==> src/rtl/param_bus_arbiter_pkg.sv <==
// rtl/param_bus_arbiter_pkg.sv - shared widths, FSM states and bank indices for the parameter bus
package param_bus_pkg;

  localparam int NREQ_DEF   = 3;
  localparam int BW_DEF     = 3;
  localparam int AW_DEF     = 7;
  localparam int DW_DEF     = 8;
  localparam int RD_LAT_DEF = 2;
  localparam bit PRIO0_DEF  = 1'b1;

  localparam int BANK_OSC = 0;
  localparam int BANK_ENV = 1;
  localparam int BANK_FLT = 2;
  localparam int BANK_MIX = 5;

  typedef enum logic [1:0] {
    IDLE,
    ISSUE,
    RDWAIT
  } arb_state_e;

  function automatic int wrap_inc(input int idx, input int n);
    return (idx + 1 >= n) ? 0 : idx + 1;
  endfunction

endpackage

==> src/rtl/param_bus_arbiter_if.sv <==
// rtl/param_bus_arbiter_if.sv - requester-side and register-bus signals of the parameter bus arbiter
interface param_bus_if
  import param_bus_pkg::*;
#(
  parameter int NREQ = NREQ_DEF,
  parameter int BW   = BW_DEF,
  parameter int AW   = AW_DEF,
  parameter int DW   = DW_DEF
) ();

  logic [NREQ-1:0]    req_valid;
  logic [NREQ-1:0]    req_we;
  logic [NREQ*BW-1:0] req_bank;
  logic [NREQ*AW-1:0] req_addr;
  logic [NREQ*DW-1:0] req_wdata;
  logic [NREQ-1:0]    req_ready;
  logic [NREQ-1:0]    rsp_valid;
  logic [DW-1:0]      rsp_rdata;
  logic [BW-1:0]      bank_adr;
  logic [AW-1:0]      dec_addr;
  logic [DW-1:0]      bus_wdata;
  logic               bus_we;
  logic               bus_re;
  logic [DW-1:0]      bus_rdata;
  logic               busy;

  modport master (
    input  req_valid, req_we, req_bank, req_addr, req_wdata, bus_rdata,
    output req_ready, rsp_valid, rsp_rdata, bank_adr, dec_addr, bus_wdata,
           bus_we, bus_re, busy
  );

  modport slave (
    output req_valid, req_we, req_bank, req_addr, req_wdata, bus_rdata,
    input  req_ready, rsp_valid, rsp_rdata, bank_adr, dec_addr, bus_wdata,
           bus_we, bus_re, busy
  );

endinterface

==> src/rtl/param_bus_arbiter_rr_pick.sv <==
// rtl/param_bus_arbiter_rr_pick.sv - combinational round-robin winner select with optional requester-0 override
module rr_pick #(
  parameter int NREQ  = 3,
  parameter bit PRIO0 = 1'b1,
  parameter int IW    = (NREQ > 1) ? $clog2(NREQ) : 1
) (
  input  logic [NREQ-1:0] req_valid_i,
  input  logic [IW-1:0]   ptr_i,
  output logic [IW-1:0]   winner_o,
  output logic            any_valid_o
);

  logic [IW-1:0] idx;
  logic          found;

  // Scan upward from the pointer; the first valid requester after wrap wins.
  always_comb begin
    winner_o = ptr_i;
    found    = 1'b0;
    idx      = '0;
    for (int k = 0; k < NREQ; k++) begin
      idx = IW'((int'(ptr_i) + k) % NREQ);
      if (!found && req_valid_i[idx]) begin
        winner_o = idx;
        found    = 1'b1;
      end
    end
    if (PRIO0 && req_valid_i[0]) begin
      winner_o = '0;
    end
  end

  assign any_valid_o = |req_valid_i;

endmodule

==> src/rtl/param_bus_arbiter.sv <==
// rtl/param_bus_arbiter.sv - serialises parameter register bus accesses from several requesters
module param_bus_arbiter
  import param_bus_pkg::*;
#(
  parameter int NREQ   = NREQ_DEF,
  parameter int BW     = BW_DEF,
  parameter int AW     = AW_DEF,
  parameter int DW     = DW_DEF,
  parameter int RD_LAT = RD_LAT_DEF,
  parameter bit PRIO0  = PRIO0_DEF
) (
  input  logic        reg_clk,
  input  logic        reset_reg_N,
  param_bus_if.master bus
);

  localparam int IW = (NREQ > 1) ? $clog2(NREQ) : 1;
  localparam int CW = 2;

  arb_state_e      state_q;
  logic [IW-1:0]   ptr_q;
  logic [IW-1:0]   ptr_d;
  logic [IW-1:0]   win_q;
  logic [IW-1:0]   pick;
  logic            any_valid;
  logic            we_q;
  logic [CW-1:0]   cnt_q;
  logic [BW-1:0]   bank_q;
  logic [AW-1:0]   addr_q;
  logic [DW-1:0]   wdata_q;
  logic [DW-1:0]   rdata_q;
  logic            bus_we_q;
  logic            bus_re_q;
  logic            busy_q;
  logic [NREQ-1:0] ready_q;
  logic [NREQ-1:0] rsp_valid_q;

  rr_pick #(
    .NREQ  (NREQ),
    .PRIO0 (PRIO0)
  ) u_pick (
    .req_valid_i (bus.req_valid),
    .ptr_i       (ptr_q),
    .winner_o    (pick),
    .any_valid_o (any_valid)
  );

  // A requester-0 priority win leaves the rotation where it was.
  always_comb begin
    ptr_d = ptr_q;
    if (!(PRIO0 && bus.req_valid[0])) begin
      ptr_d = IW'(wrap_inc(int'(pick), NREQ));
    end
  end

  always_ff @(posedge reg_clk or negedge reset_reg_N) begin
    if (!reset_reg_N) begin
      state_q     <= IDLE;
      ptr_q       <= '0;
      win_q       <= '0;
      we_q        <= 1'b0;
      cnt_q       <= '0;
      bank_q      <= '0;
      addr_q      <= '0;
      wdata_q     <= '0;
      rdata_q     <= '0;
      bus_we_q    <= 1'b0;
      bus_re_q    <= 1'b0;
      busy_q      <= 1'b0;
      ready_q     <= '0;
      rsp_valid_q <= '0;
    end else begin
      bus_we_q    <= 1'b0;
      bus_re_q    <= 1'b0;
      ready_q     <= '0;
      rsp_valid_q <= '0;
      case (state_q)
        IDLE: begin
          if (any_valid) begin
            win_q    <= pick;
            we_q     <= bus.req_we[pick];
            bank_q   <= bus.req_bank[int'(pick)*BW +: BW];
            addr_q   <= bus.req_addr[int'(pick)*AW +: AW];
            wdata_q  <= bus.req_wdata[int'(pick)*DW +: DW];
            bus_we_q <= bus.req_we[pick];
            bus_re_q <= !bus.req_we[pick];
            ready_q  <= NREQ'(1) << pick;
            ptr_q    <= ptr_d;
            busy_q   <= 1'b1;
            state_q  <= ISSUE;
          end
        end
        ISSUE: begin
          if (we_q) begin
            busy_q  <= 1'b0;
            state_q <= IDLE;
          end else begin
            cnt_q   <= CW'(RD_LAT - 1);
            state_q <= RDWAIT;
          end
        end
        RDWAIT: begin
          if (cnt_q == '0) begin
            rdata_q     <= bus.bus_rdata;
            rsp_valid_q <= NREQ'(1) << win_q;
            busy_q      <= 1'b0;
            state_q     <= IDLE;
          end else begin
            cnt_q <= cnt_q - 1'b1;
          end
        end
        default: begin
          busy_q  <= 1'b0;
          state_q <= IDLE;
        end
      endcase
    end
  end

  assign bus.req_ready = ready_q;
  assign bus.rsp_valid = rsp_valid_q;
  assign bus.rsp_rdata = rdata_q;
  assign bus.bank_adr  = bank_q;
  assign bus.dec_addr  = addr_q;
  assign bus.bus_wdata = wdata_q;
  assign bus.bus_we    = bus_we_q;
  assign bus.bus_re    = bus_re_q;
  assign bus.busy      = busy_q;

endmodule

==> src/flat_wrapper.sv <==
// flat-port wrapper written by rule: the top's interface ports become plain ports
module param_bus_arbiter_flat import param_bus_pkg::*;
#(
  parameter int NREQ   = NREQ_DEF,
  parameter int BW     = BW_DEF,
  parameter int AW     = AW_DEF,
  parameter int DW     = DW_DEF,
  parameter int RD_LAT = RD_LAT_DEF,
  parameter bit PRIO0  = PRIO0_DEF
)
  (reg_clk, reset_reg_N, bus_req_valid, bus_req_we, bus_req_bank, bus_req_addr, bus_req_wdata, bus_bus_rdata, bus_req_ready, bus_rsp_valid, bus_rsp_rdata, bus_bank_adr, bus_dec_addr, bus_bus_wdata, bus_bus_we, bus_bus_re, bus_busy);
  param_bus_if #(.NREQ(NREQ), .BW(BW), .AW(AW), .DW(DW)) bus_i ();
  input  logic reg_clk;
  input  logic reset_reg_N;
  input wire logic [$bits(bus_i.req_valid)-1:0] bus_req_valid;
  input wire logic [$bits(bus_i.req_we)-1:0] bus_req_we;
  input wire logic [$bits(bus_i.req_bank)-1:0] bus_req_bank;
  input wire logic [$bits(bus_i.req_addr)-1:0] bus_req_addr;
  input wire logic [$bits(bus_i.req_wdata)-1:0] bus_req_wdata;
  input wire logic [$bits(bus_i.bus_rdata)-1:0] bus_bus_rdata;
  output wire logic [$bits(bus_i.req_ready)-1:0] bus_req_ready;
  output wire logic [$bits(bus_i.rsp_valid)-1:0] bus_rsp_valid;
  output wire logic [$bits(bus_i.rsp_rdata)-1:0] bus_rsp_rdata;
  output wire logic [$bits(bus_i.bank_adr)-1:0] bus_bank_adr;
  output wire logic [$bits(bus_i.dec_addr)-1:0] bus_dec_addr;
  output wire logic [$bits(bus_i.bus_wdata)-1:0] bus_bus_wdata;
  output wire logic [$bits(bus_i.bus_we)-1:0] bus_bus_we;
  output wire logic [$bits(bus_i.bus_re)-1:0] bus_bus_re;
  output wire logic [$bits(bus_i.busy)-1:0] bus_busy;
  assign bus_i.req_valid = bus_req_valid;
  assign bus_i.req_we = bus_req_we;
  assign bus_i.req_bank = bus_req_bank;
  assign bus_i.req_addr = bus_req_addr;
  assign bus_i.req_wdata = bus_req_wdata;
  assign bus_i.bus_rdata = bus_bus_rdata;
  assign bus_req_ready = bus_i.req_ready;
  assign bus_rsp_valid = bus_i.rsp_valid;
  assign bus_rsp_rdata = bus_i.rsp_rdata;
  assign bus_bank_adr = bus_i.bank_adr;
  assign bus_dec_addr = bus_i.dec_addr;
  assign bus_bus_wdata = bus_i.bus_wdata;
  assign bus_bus_we = bus_i.bus_we;
  assign bus_bus_re = bus_i.bus_re;
  assign bus_busy = bus_i.busy;
  param_bus_arbiter #(.NREQ(NREQ), .BW(BW), .AW(AW), .DW(DW), .RD_LAT(RD_LAT), .PRIO0(PRIO0)) u_core (.reg_clk(reg_clk), .reset_reg_N(reset_reg_N), .bus(bus_i));
endmodule
==> config.mk <==
export PLATFORM = sky130hd
export DESIGN_NAME = param_bus_arbiter_flat
export DESIGN_NICKNAME = d
export VERILOG_FILES = /design/src/rtl/param_bus_arbiter_pkg.sv /design/src/rtl/param_bus_arbiter_if.sv /design/src/rtl/param_bus_arbiter_rr_pick.sv /design/src/rtl/param_bus_arbiter.sv /design/src/flat_wrapper.sv
export SDC_FILE = /design/constraint.sdc
export NUM_CORES = 1
export LEC_CHECK = 0
export ABC_AREA = 1
export BUFFER_PORTS_ARGS = -buffer_cell sky130_fd_sc_hd__buf_2
export CORE_UTILIZATION = 55
export CTS_BUF_LIST = sky130_fd_sc_hd__clkbuf_8
export DETAILED_ROUTE_END_ITERATION = 10
export HOLD_SLACK_MARGIN = 0.08
export PLACE_DENSITY = 0.87
export SYNTH_ARGS = -nofsm -noshare
export SYNTH_HDL_FRONTEND = slang
export SYNTH_SLANG_ARGS = --single-unit
==> constraint.sdc <==
create_clock -name reg_clk -period 3.7 [get_ports reg_clk]
set_clock_uncertainty 0.1 [all_clocks]
set_input_delay 0.37 -clock reg_clk [delete_from_list [all_inputs] [get_ports reg_clk]]
set_output_delay 0.37 -clock reg_clk [all_outputs]
set_load 0.01 [all_outputs]
# Word level (Yosys, flattened, before mapping)
# Cells that the tools add are included.
[totals]
wordCells = 90
regBits = 44
input_bits = 70
output_inout_bits = 35
[op_classes]
n_shift = 5
div_mod_pow = 3
mul = 2
mux = 34
n_addsub = 4
reduce_logical = 15
magnitude_cmp = 5
bitwise = 1
n_eq_ne = 7
[op_table]
columns = ["operator", "n"]
rows = [
  ["modulo 32 x 3 -> 32 bit, second input constant", 2],
  ["modulo 3 x 3 -> 32 bit, second input constant", 1],
  ["indexed part select 21 x 32 -> 7 bit", 1],
  ["indexed part select 9 x 32 -> 3 bit", 1],
  ["indexed part select 24 x 6 -> 8 bit", 1],
  ["two-way mux 2 bit", 10],
  ["two-way mux 1 bit", 13],
  ["< comparator 2 x 3 -> 1 bit, second input constant", 4],
  ["two-way mux 3 bit", 4],
  ["AND reduction 3 bit", 3],
  ["binary-select mux 1 bit (select 2 bit)", 4],
  ["adder 2 x 1 -> 3 bit, second input constant", 2],
  ["!= test 2 x 1 -> 1 bit, second input constant", 3],
  ["one-hot mux 2 bit (3 select lines)", 1],
  ["AND reduction 2 bit", 3],
  ["left shift 1 x 2 -> 3 bit, first input constant", 2],
  ["multiplier 2 x 3 -> 5 bit, second input constant", 1],
  ["zero test 2 bit", 2],
  ["multiplier 2 x 2 -> 4 bit, second input constant", 1],
  ["!= test 2 bit, second input constant", 2],
  ["one-hot mux 2 bit (2 select lines)", 1],
  ["adder 2 x 2 -> 3 bit, second input constant", 1],
  [">= comparator 3 x 2 -> 1 bit, second input constant", 1],
  ["zero test 1 bit", 3],
  ["8 further kinds", 9],
]

# Depth between registers and ports, before layout
# Gate-level depths: netlist of the first run.
[depth]
word_depth = 16
mapped_depth = 17

# Cells and area by module
# From an unflattened synthesis of the first run, not the netlist that was laid out.
[unflattened]
cells_unflattened = 319
area_unflattened_um2 = 2432.3
[modules_own_cells]
columns = ["module", "cells_per_inst", "area_each_um2", "n_inst"]
rows = [
  ["param_bus_arbiter", 272, 2155.8, 1],
  ["rr_pick", 47, 276.5, 1],
]

# Worst setup path before layout of the first run
# No wires, ideal clock.
[synth_timing]
path_kind = "register to register"
startpoint = "register u_core.ptr_q[0]"
endpoint = "register u_core.bank_q[2], in the netlist u_core.bus.bank_adr[2]"
slack_ps = 1635
stages_incl_launch_ff = 16
setup_time_ps = 113
period_less_slack_ps = 2065
t_arrival_ps = 1853
path_cell_list = "dfrtp_1 inv_1 ha_1 inv_1 nand2_1 nand3_1 nand2_1 nand3_4 nor2_2 nor2_4 nand2_4 buf_4 nand3_1 nand3_1 nand2_1 inv_1"
[synth_via]
elab_chain_len = 13
word_cells_on_any_way = 23
classes_between = "add/sub: 2; mul: 1; div: 3; shift: 1; mux: 12; reduce/logical: 4"
[synth_lines]
columns = ["item", "line_no", "rtl"]
rows = [
  ["from (decl)", "param_bus_arbiter.sv:21", "logic [IW-1:0] ptr_q;"],
  ["from (signal assigned)", "param_bus_arbiter.sv:88", "ptr_q <= ptr_d;"],
  ["branches (longest 9 deep; another with modulo 32 x 3 -> 32 bit)", "n/a", ""],
  ["two-way mux 2 bit (*)", "param_bus_arbiter_rr_pick.sv:23", "if (!found && req_valid_i[idx]) begin"],
  ["two-way mux 2 bit (*)", "param_bus_arbiter_rr_pick.sv:28", "if (PRIO0 && req_valid_i[0]) begin"],
  ["multiplier 2 x 2 -> 4 bit (*)", "param_bus_arbiter.sv:82", "bank_q <= bus.req_bank[int'(pick)*BW +: BW];"],
  ["indexed part select 9 x 32 -> 3 bit (*)", "param_bus_arbiter.sv:82", ""],
  ["to (signal assigned)", "param_bus_arbiter.sv:82", ""],
  ["to (decl)", "param_bus_arbiter.sv:28", "logic [BW-1:0] bank_q;"],
]
# Mark *: on every way between the ends. The select of a mux whose other input is x is not followed.
# A chain may end at the register's enable or synchronous reset.

# Worst setup path in the final report of the first run
[layout_timing]
startpoint = "register u_core.ptr_q[1]"
endpoint = "register u_core.we_q"
[layout_via]
elab_chain_len = 13
word_cells_on_any_way = 23
classes_between = "add/sub: 2; div: 3; mux: 14; reduce/logical: 4"
[layout_lines]
columns = ["item", "line_no", "rtl"]
rows = [
  ["branches (longest 9 deep; another with modulo 32 x 3 -> 32 bit)", "n/a", ""],
  ["two-way mux 2 bit (*)", "param_bus_arbiter_rr_pick.sv:23", ""],
  ["two-way mux 2 bit (*)", "param_bus_arbiter_rr_pick.sv:28", ""],
  ["binary-select mux 1 bit (select 2 bit) (*)", "param_bus_arbiter.sv:81", "we_q <= bus.req_we[pick];"],
  ["two-way mux 1 bit (not written as such) (*)", "param_bus_arbiter.sv:81", ""],
  ["to (signal assigned)", "param_bus_arbiter.sv:81", ""],
  ["to (decl)", "param_bus_arbiter.sv:26", "logic we_q;"],
]
# Marked as above.

==> flow_metrics.env, run 1 <==
export IMPL_syn_area_um2=2740
export IMPL_drt_pass1_iterations=4
export IMPL_root_buffer="clkbuf_8"
export IMPL_hold_buffers=0
export IMPL_drv_slew=0
export IMPL_ys_seq_elements=44
export IMPL_layout_setup_ws_ps=849
export IMPL_syn_to_final_growth_pct=22.2
export IMPL_placed_area_um2=3230
export IMPL_die_w_um=72.6
export IMPL_syn_nets=455
export IMPL_dp_hpwl_um=4700
export IMPL_drive_gt1_share_pct=30.3
export IMPL_diodes=0
export IMPL_ir_drop_mv=0.552
export IMPL_rows=25
export IMPL_status="finished clean"
export IMPL_setup_viol=0
export IMPL_cts_buffers_inserted=5
export IMPL_wl_per_cell_um=11.9
export IMPL_cts_repair_resized=0
export IMPL_die_height_um=72.6
export IMPL_ys_warn_count=0
export IMPL_synthXorXnorAreaFrac_pct=0
export IMPL_cts_tree="built"
export IMPL_grt_max_degree=45
export IMPL_clk_latency_ps=300
export IMPL_maxCapViolCount=0
export IMPL_drc=0
export IMPL_p_leak_uw=0.00200
export IMPL_final_setup_tns_ps=0
export IMPL_port_buffers=104
export IMPL_synth_cell_types=28
export IMPL_initial_utilization_pct=57.7
export IMPL_fin_crit_sh_pct=77.0
export IMPL_crit_path_frequent_cell="nand2_1"
export IMPL_synthCells=379
export IMPL_core_um2=4750
export IMPL_hold_worst_slack_ps=115
export IMPL_syn_area_per_cell_um2=7.23
export IMPL_synthAdderAreaFrac_pct=2.74
export IMPL_gr_total_overflow=0
export IMPL_hp_class="in2async"
export IMPL_crit_type="reg2reg"
export IMPL_grt_use_total_pct=25.7
export IMPL_path_clk_slew_ps=90
export IMPL_antenna_found_initial=0
export IMPL_seq_area_frac_synth_pct=40.2
export IMPL_cts_path_max_buffers=2
export IMPL_h_tree_depth=2
export IMPL_crit_chain="inv_1, ha_1, inv_2, nand2_1, nand3_2, nand2_2, nand3_1, nand2_1, nand2_2, nand2_2, nand2_1, nand3_2, nand2_1, nand2_1, nand2_1"
export IMPL_period_minus_slack_ps=2850
export IMPL_dieArea_um2=5270
export IMPL_synth_mux_area_fraction_pct=0
export IMPL_arrival_ps=2940
export IMPL_synthSimpleGateAreaFrac_pct=38.6
export IMPL_critical_path_required_ps=3790
export IMPL_postCtsSetupBuffers=0
export IMPL_gp_congestion=0.887
export IMPL_fmax_mhz=351
export IMPL_r2r_slack_ps=850
export IMPL_ioPinCount=105
export IMPL_vias=2723
export IMPL_crit_path_end_kind="register"
export IMPL_synth_top_family_by_area="simple AND/OR/NAND/NOR gates"
export IMPL_crit_fanout=40
export IMPL_worst_path_largest_cell_delay_ps=590
export IMPL_grt_first_pass_wirelength_um=10600
export IMPL_fin_area_um2=3350
export IMPL_finalWirelength_um=6450
export IMPL_nets=550
export IMPL_place_ws_ps=936
export IMPL_clock_sinks=44
export IMPL_crit_path_top_delay_cell="nand2_2"
export IMPL_grt_pass1_vias=2542
export IMPL_rsz0062_at_grt="no"
export IMPL_drt_iter0_markers=228
export IMPL_fill_cells=412
export IMPL_synth_compound_area_share_pct=2.88
export IMPL_viasPerCell=5.02
export IMPL_tightest_slew_ps=997
export IMPL_ant_nets=0
export IMPL_critPathLaunchType="register"
export IMPL_max_slew_margin_pct=33.5
export IMPL_powerDensity_nw_per_um2=929
export IMPL_hold_viol_final=0
[final cells by class]
class	instances	area, µm²	area share (%)
Clock buffer	6	82.6	2.47
Clock inverter	2	38.8	1.16
Inverter	80	300	8.97
Multi-Input combinational cell	238	1210	36.3
Sequential cell	44	1100	32.9
Tap cell	67	83.8	2.50
Timing Repair Buffer	105	528	15.8
[critical path: cells and delay by family (launching register included)]
kind          cells  cell delay [ps]
fa+ha+maj         1              270
buf+inv           2              180
flops             1              410
simple gates     12             1750
[registers in the layout (all words and copies together) (netlist names)]
signal                cells
u_core.win_q              2
u_core.we_q               1
u_core.bus.req_ready      3
u_core.ptr_q              2
u_core.bus.busy           1
u_core.bus.bus_wdata      8
u_core.bus.bus_re         1
u_core.bus.dec_addr       7
u_core.cnt_q              2
u_core.bus.rsp_valid      3
u_core.state_q            2
u_core.bus.rsp_rdata      8
u_core.bus.bus_we         1
u_core.bus.bank_adr       3
[per-stage QoR]
| step | std cells | utilization [%] | power [µW] |
|---|---|---|---|
| after CTS | 542 | 70.4 | 3120 |
| after detailed placement | 534 | 67.9 | 2720 |
| after floorplan | 379 | - | 2380 |
| after global placement | 534 | 67.9 | 2650 |
| final | 542 | 70.4 | 3110 |
| after global routing | 542 | 70.4 | 3420 |
[layout by cell type (no fill, tap or decap)]
cell type | Yosys | layout
nor2_2 | 1 | 2
nor2_4 | 1 | 1
nand3_1 | 66 | 66
o21a_1 | 1 | 1
dfrtp_1 | 44 | 44
nand3b_1 | 2 | 2
o21ai_1 | 1 | 1
nor3_1 | 5 | 5
clkinv_1 | 1 | 1
nand2_4 | 1 | 1
nand2_2 | 4 | 4
o32ai_1 | 1 | 1
buf_2 | 3 | 104
clkbuf_8 | 0 | 6
nand4_1 | 18 | 18
inv_2 | 2 | 2
nand2_1 | 91 | 91
nor2_1 | 8 | 7
ha_1 | 6 | 6
inv_1 | 77 | 77
buf_4 | 5 | 1
o21ai_0 | 9 | 9
bufinv_16 | 0 | 1
clkinv_4 | 0 | 1
nand3_2 | 2 | 2
or2_2 | 18 | 18
nand3_4 | 1 | 1
o22ai_1 | 2 | 2
[cells in the mapped netlist (all sizes together)]
| cell type | number | area share (%) |
|---|---|---|
| buf | 13 | 4.0 |
| clkbuf | 4 | 0.68 |
| clkinv | 1 | 0.14 |
| dfrtp | 44 | 40 |
| ha | 6 | 2.7 |
| inv | 79 | 11 |
| nand2 | 96 | 14 |
| nand3 | 69 | 13 |
| nand3b | 2 | 0.55 |
| nand4 | 18 | 4.1 |
| nor2 | 10 | 1.7 |
| nor3 | 5 | 0.91 |
| o21a | 1 | 0.27 |
| o21ai | 10 | 1.8 |
| o22ai | 2 | 0.46 |
| o32ai | 1 | 0.32 |
| or2 | 18 | 4.1 |
[final timing paths]
kind | start | to | depth (start not counted)
hold reg to reg | u_core.win_q[0] | u_core.bus.rsp_valid[0] | 1
min in group reg_clk | bus_bus_rdata[1] | u_core.bus.rsp_rdata[1] | 3
setup / recovery | u_core.ptr_q[1] | u_core.we_q | 15
hold / removal | reset_reg_N | u_core.bus.dec_addr[4] | 1
max in group asynchronous | reset_reg_N | u_core.bus.bus_we | 1
setup reg to reg | u_core.ptr_q[1] | u_core.we_q | 15
[where the power goes]
group	switching, µW	leakage, µW	total, µW	internal (µW)
Combinational	1240	0.00141	1910	665
Sequential	103	0.000532	813	709
Clock	170	0.0000614	391	221
[routing by layer]
layer | vias to the layer above | track usage (%) | wire (µm)
met3 | 13 | 5.66 | 357
met5 | - | 0 | 0
met4 | 0 | 7.84 | 90
met1 | 1247 | 31.5 | 2750
li1 | 1368 | - | -
met2 | 95 | 45.3 | 3250
[kinds of logic after synthesis]
logic type | after synthesis
simple gates | 218
buf+inv | 97
flops | 44
compound gates | 14
fa+ha+maj | 6
No activity file was read; power rests on OpenSTA's default activity.
==> run 2: changes to the inputs <==
Settings changed: CORE_UTILIZATION 55 to 46, PLACE_DENSITY 0.87 to 0.78.
Clock period 3.7 ns to 2.5 ns, I/O delays scaled along.
==> run 2 against run 1 <==
  * Design area grew 4.5%
  * Clock power grew 23%
  * Combinational power grew 59%
  * Global-route usage shrank 2.7 points
  * Critical path depth grew 1
  * Highest routed layer unchanged
  * Wire length grew 5.4%
  * Clock-buffer cell count is the same
  * Core utilization shrank 8.0 points
  * Sequential cell count is the same
  * First-iteration DRC count shrank 53%
  * Maximum frequency grew 27%
  * Largest power group unchanged
  * Non-clock buffer count grew 15
==> flow_metrics.env, run 2 (same netlist as run 1, synthesis figures left out) <==
export IMPL_clock_sinks=44
export IMPL_cts_path_max_buffers=2
export IMPL_drt_iter0_markers=108
export IMPL_drt_pass1_iterations=6
export IMPL_fin_crit_sh_pct=90.1
export IMPL_max_slew_margin_pct=74.1
export IMPL_hp_class="in2reg"
export IMPL_status="finished clean"
export IMPL_wl_per_cell_um=12.1
export IMPL_vias=2758
export IMPL_hold_viol_final=0
export IMPL_placed_area_um2=3290
export IMPL_core_um2=5610
export IMPL_postCtsSetupBuffers=0
export IMPL_nets=565
export IMPL_p_int_uw=2410
export IMPL_port_buffers=104
export IMPL_syn_to_final_growth_pct=27.7
export IMPL_fin_cells=562
export IMPL_tightest_slew_ps=389
export IMPL_dieArea_um2=6270
export IMPL_path_clk_slew_ps=90
export IMPL_grt_max_degree=43
export IMPL_viasPerCell=4.91
export IMPL_crit_path_end_kind="register"
export IMPL_dp_cells=545
export IMPL_diodes=0
export IMPL_layout_common_cells="buf_2, nand2_1, inv_1"
export IMPL_crit_family="simple AND/OR/NAND/NOR gates"
export IMPL_powerDensity_nw_per_um2=1350
export IMPL_gp_congestion=0.900
export IMPL_layout_setup_ws_ps=248
export IMPL_p_sw_uw=2320
export IMPL_crit_path_top_delay_cell="dfrtp_1"
export IMPL_ant_nets=0
export IMPL_finalWirelength_um=6800
export IMPL_rsz0062_at_grt="no"
export IMPL_seq_power_share_pct=25.6
export IMPL_die_height_um=79.2
export IMPL_grt_use_total_pct=23.1
export IMPL_arrival_ps=2340
export IMPL_hold_worst_slack_ps=159
export IMPL_final_setup_tns_ps=0
export IMPL_crit_chain="inv_1, ha_2, inv_2, nand2_1, nand3_2, nand2_2, nand2_1, nand2_1, nand2_1, nand2_2, buf_4, nand3b_1, nand3_2, nand2_1, nand2_1, nand2_1"
export IMPL_dp_hpwl_um=4910
export IMPL_fmax_mhz=444
export IMPL_grt_first_pass_wirelength_um=11400
export IMPL_rows=27
export IMPL_setup_viol=0
export IMPL_pwr_share_clk_pct=10.2
export IMPL_ioPinCount=105
export IMPL_grt_pass1_vias=2530
export IMPL_fin_area_um2=3500
export IMPL_cts_buffers_inserted=5
export IMPL_initial_utilization_pct=48.9
export IMPL_gr_total_overflow=0
export IMPL_critical_path_required_ps=2590
export IMPL_crit_path_frequent_cell="nand2_1"
export IMPL_drc=0
export IMPL_ir_drop_mv=0.932
export IMPL_maxCapViolCount=0
export IMPL_p_leak_uw=0.00206
export IMPL_crit_fanout=19
export IMPL_root_buffer="clkbuf_8"
export IMPL_swShare_pct=49.1
export IMPL_die_w_um=79.2
export IMPL_power_frac_comb_pct=64.3
export IMPL_crit_type="reg2reg"
export IMPL_h_tree_depth=2
export IMPL_clk_latency_ps=300
export IMPL_crit_buf_inv=3
export IMPL_cts_tree="built"
export IMPL_worst_path_largest_cell_delay_ps=400
export IMPL_critPathLaunchType="register"
export IMPL_drv_slew=0
export IMPL_final_common_cell="buf_2"
export IMPL_place_ws_ps=169
export IMPL_drive_gt1_share_pct=31.0
export IMPL_period_minus_slack_ps=2250
export IMPL_fill_cells=520
export IMPL_antenna_found_initial=0
[run 2: changes by cell type in the layout (fill, tap and decap cells not counted), sizes merged]
cell         previous run  this run
clkinv                  2         1
buf                   105       111
clkinvlp                0         2
bufinv                  1         0
dlygate4sd3             0         9
[run 2: through the flow]
| step | utilization, % | total power (µW) |
|---|---|---|
| 6_report | 62.4 | 4730 |
| 5_1_grt | 62.4 | 5210 |
| 4_1_cts | 62.0 | 4690 |
| 3_5_place_dp | 58.7 | 4190 |
| 3_3_place_gp | 58.7 | 4090 |
| 2_1_floorplan | - | 3530 |
[run 2: routing by layer]
layer  track usage [%]  part of all wire, %  up-vias
li1                  -                    -     1401
met1              29.9                   42     1231
met2              38.6                   50      117
met3              4.48                  6.7        9
met4              7.27                  1.5        0
met5                 0                    0        -
[run 2: final timing paths]
check	startpoint	endpoint	slack (ps)	cells after the start
setup / recovery	u_core.ptr_q[1]	u_core.we_q	250	16
hold / removal	bus_req_we[1]	u_core.bus.bus_re	160	4
setup reg to reg	u_core.ptr_q[1]	u_core.we_q	250	16
hold reg to reg	u_core.win_q[0]	u_core.bus.rsp_valid[2]	380	1
max in group asynchronous	reset_reg_N	u_core.bus.bus_wdata[0]	1260	3
min in group asynchronous	reset_reg_N	u_core.bus.bank_adr[1]	320	2
[run 2: worst register-to-register path, cell delays in order (launching register included)]
cell      delay (ps)
dfrtp_1          400
inv_1             90
ha_2             240
inv_2             80
nand2_1           90
nand3_2           80
nand2_2          140
nand2_1           70
nand2_1           50
nand2_1           50
nand2_2           80
buf_4            230
nand3b_1         120
nand3_2           90
nand2_1           80
nand2_1           80
nand2_1           60
[run 2: power groups by stage]
stage | Combinational [µW] | Sequential [µW] | Clock, µW
3_3_place_gp | 2880 | 1210 | 0
3_5_place_dp | 2970 | 1220 | 0
2_1_floorplan | 2200 | 1330 | 0
4_1_cts | 2990 | 1210 | 492
6_report | 3040 | 1210 | 481
5_1_grt | 3450 | 1250 | 520
[run 2: repair_timing]
| item | in CTS | in global routing |
|---|---|---|
| resized for setup | 0 | 5 |
| hold buffers | 9 | 0 |
| endpoints found under the hold margin | 22 | 0 |
| endpoints found under the setup margin | 0 | 20 |
[run 2: area by class of cell]
type / count / area [µm²] / area share (%)
multi-input combinational: 238 / 1230 / 35.2
sequential: 44 / 1100 / 31.5
timing repair buffer: 120 / 679 / 19.4
inverter: 80 / 300 / 8.58
tap: 72 / 90.1 / 2.57
clock buffer: 6 / 82.6 / 2.36
clock inverter: 2 / 15.0 / 0.429
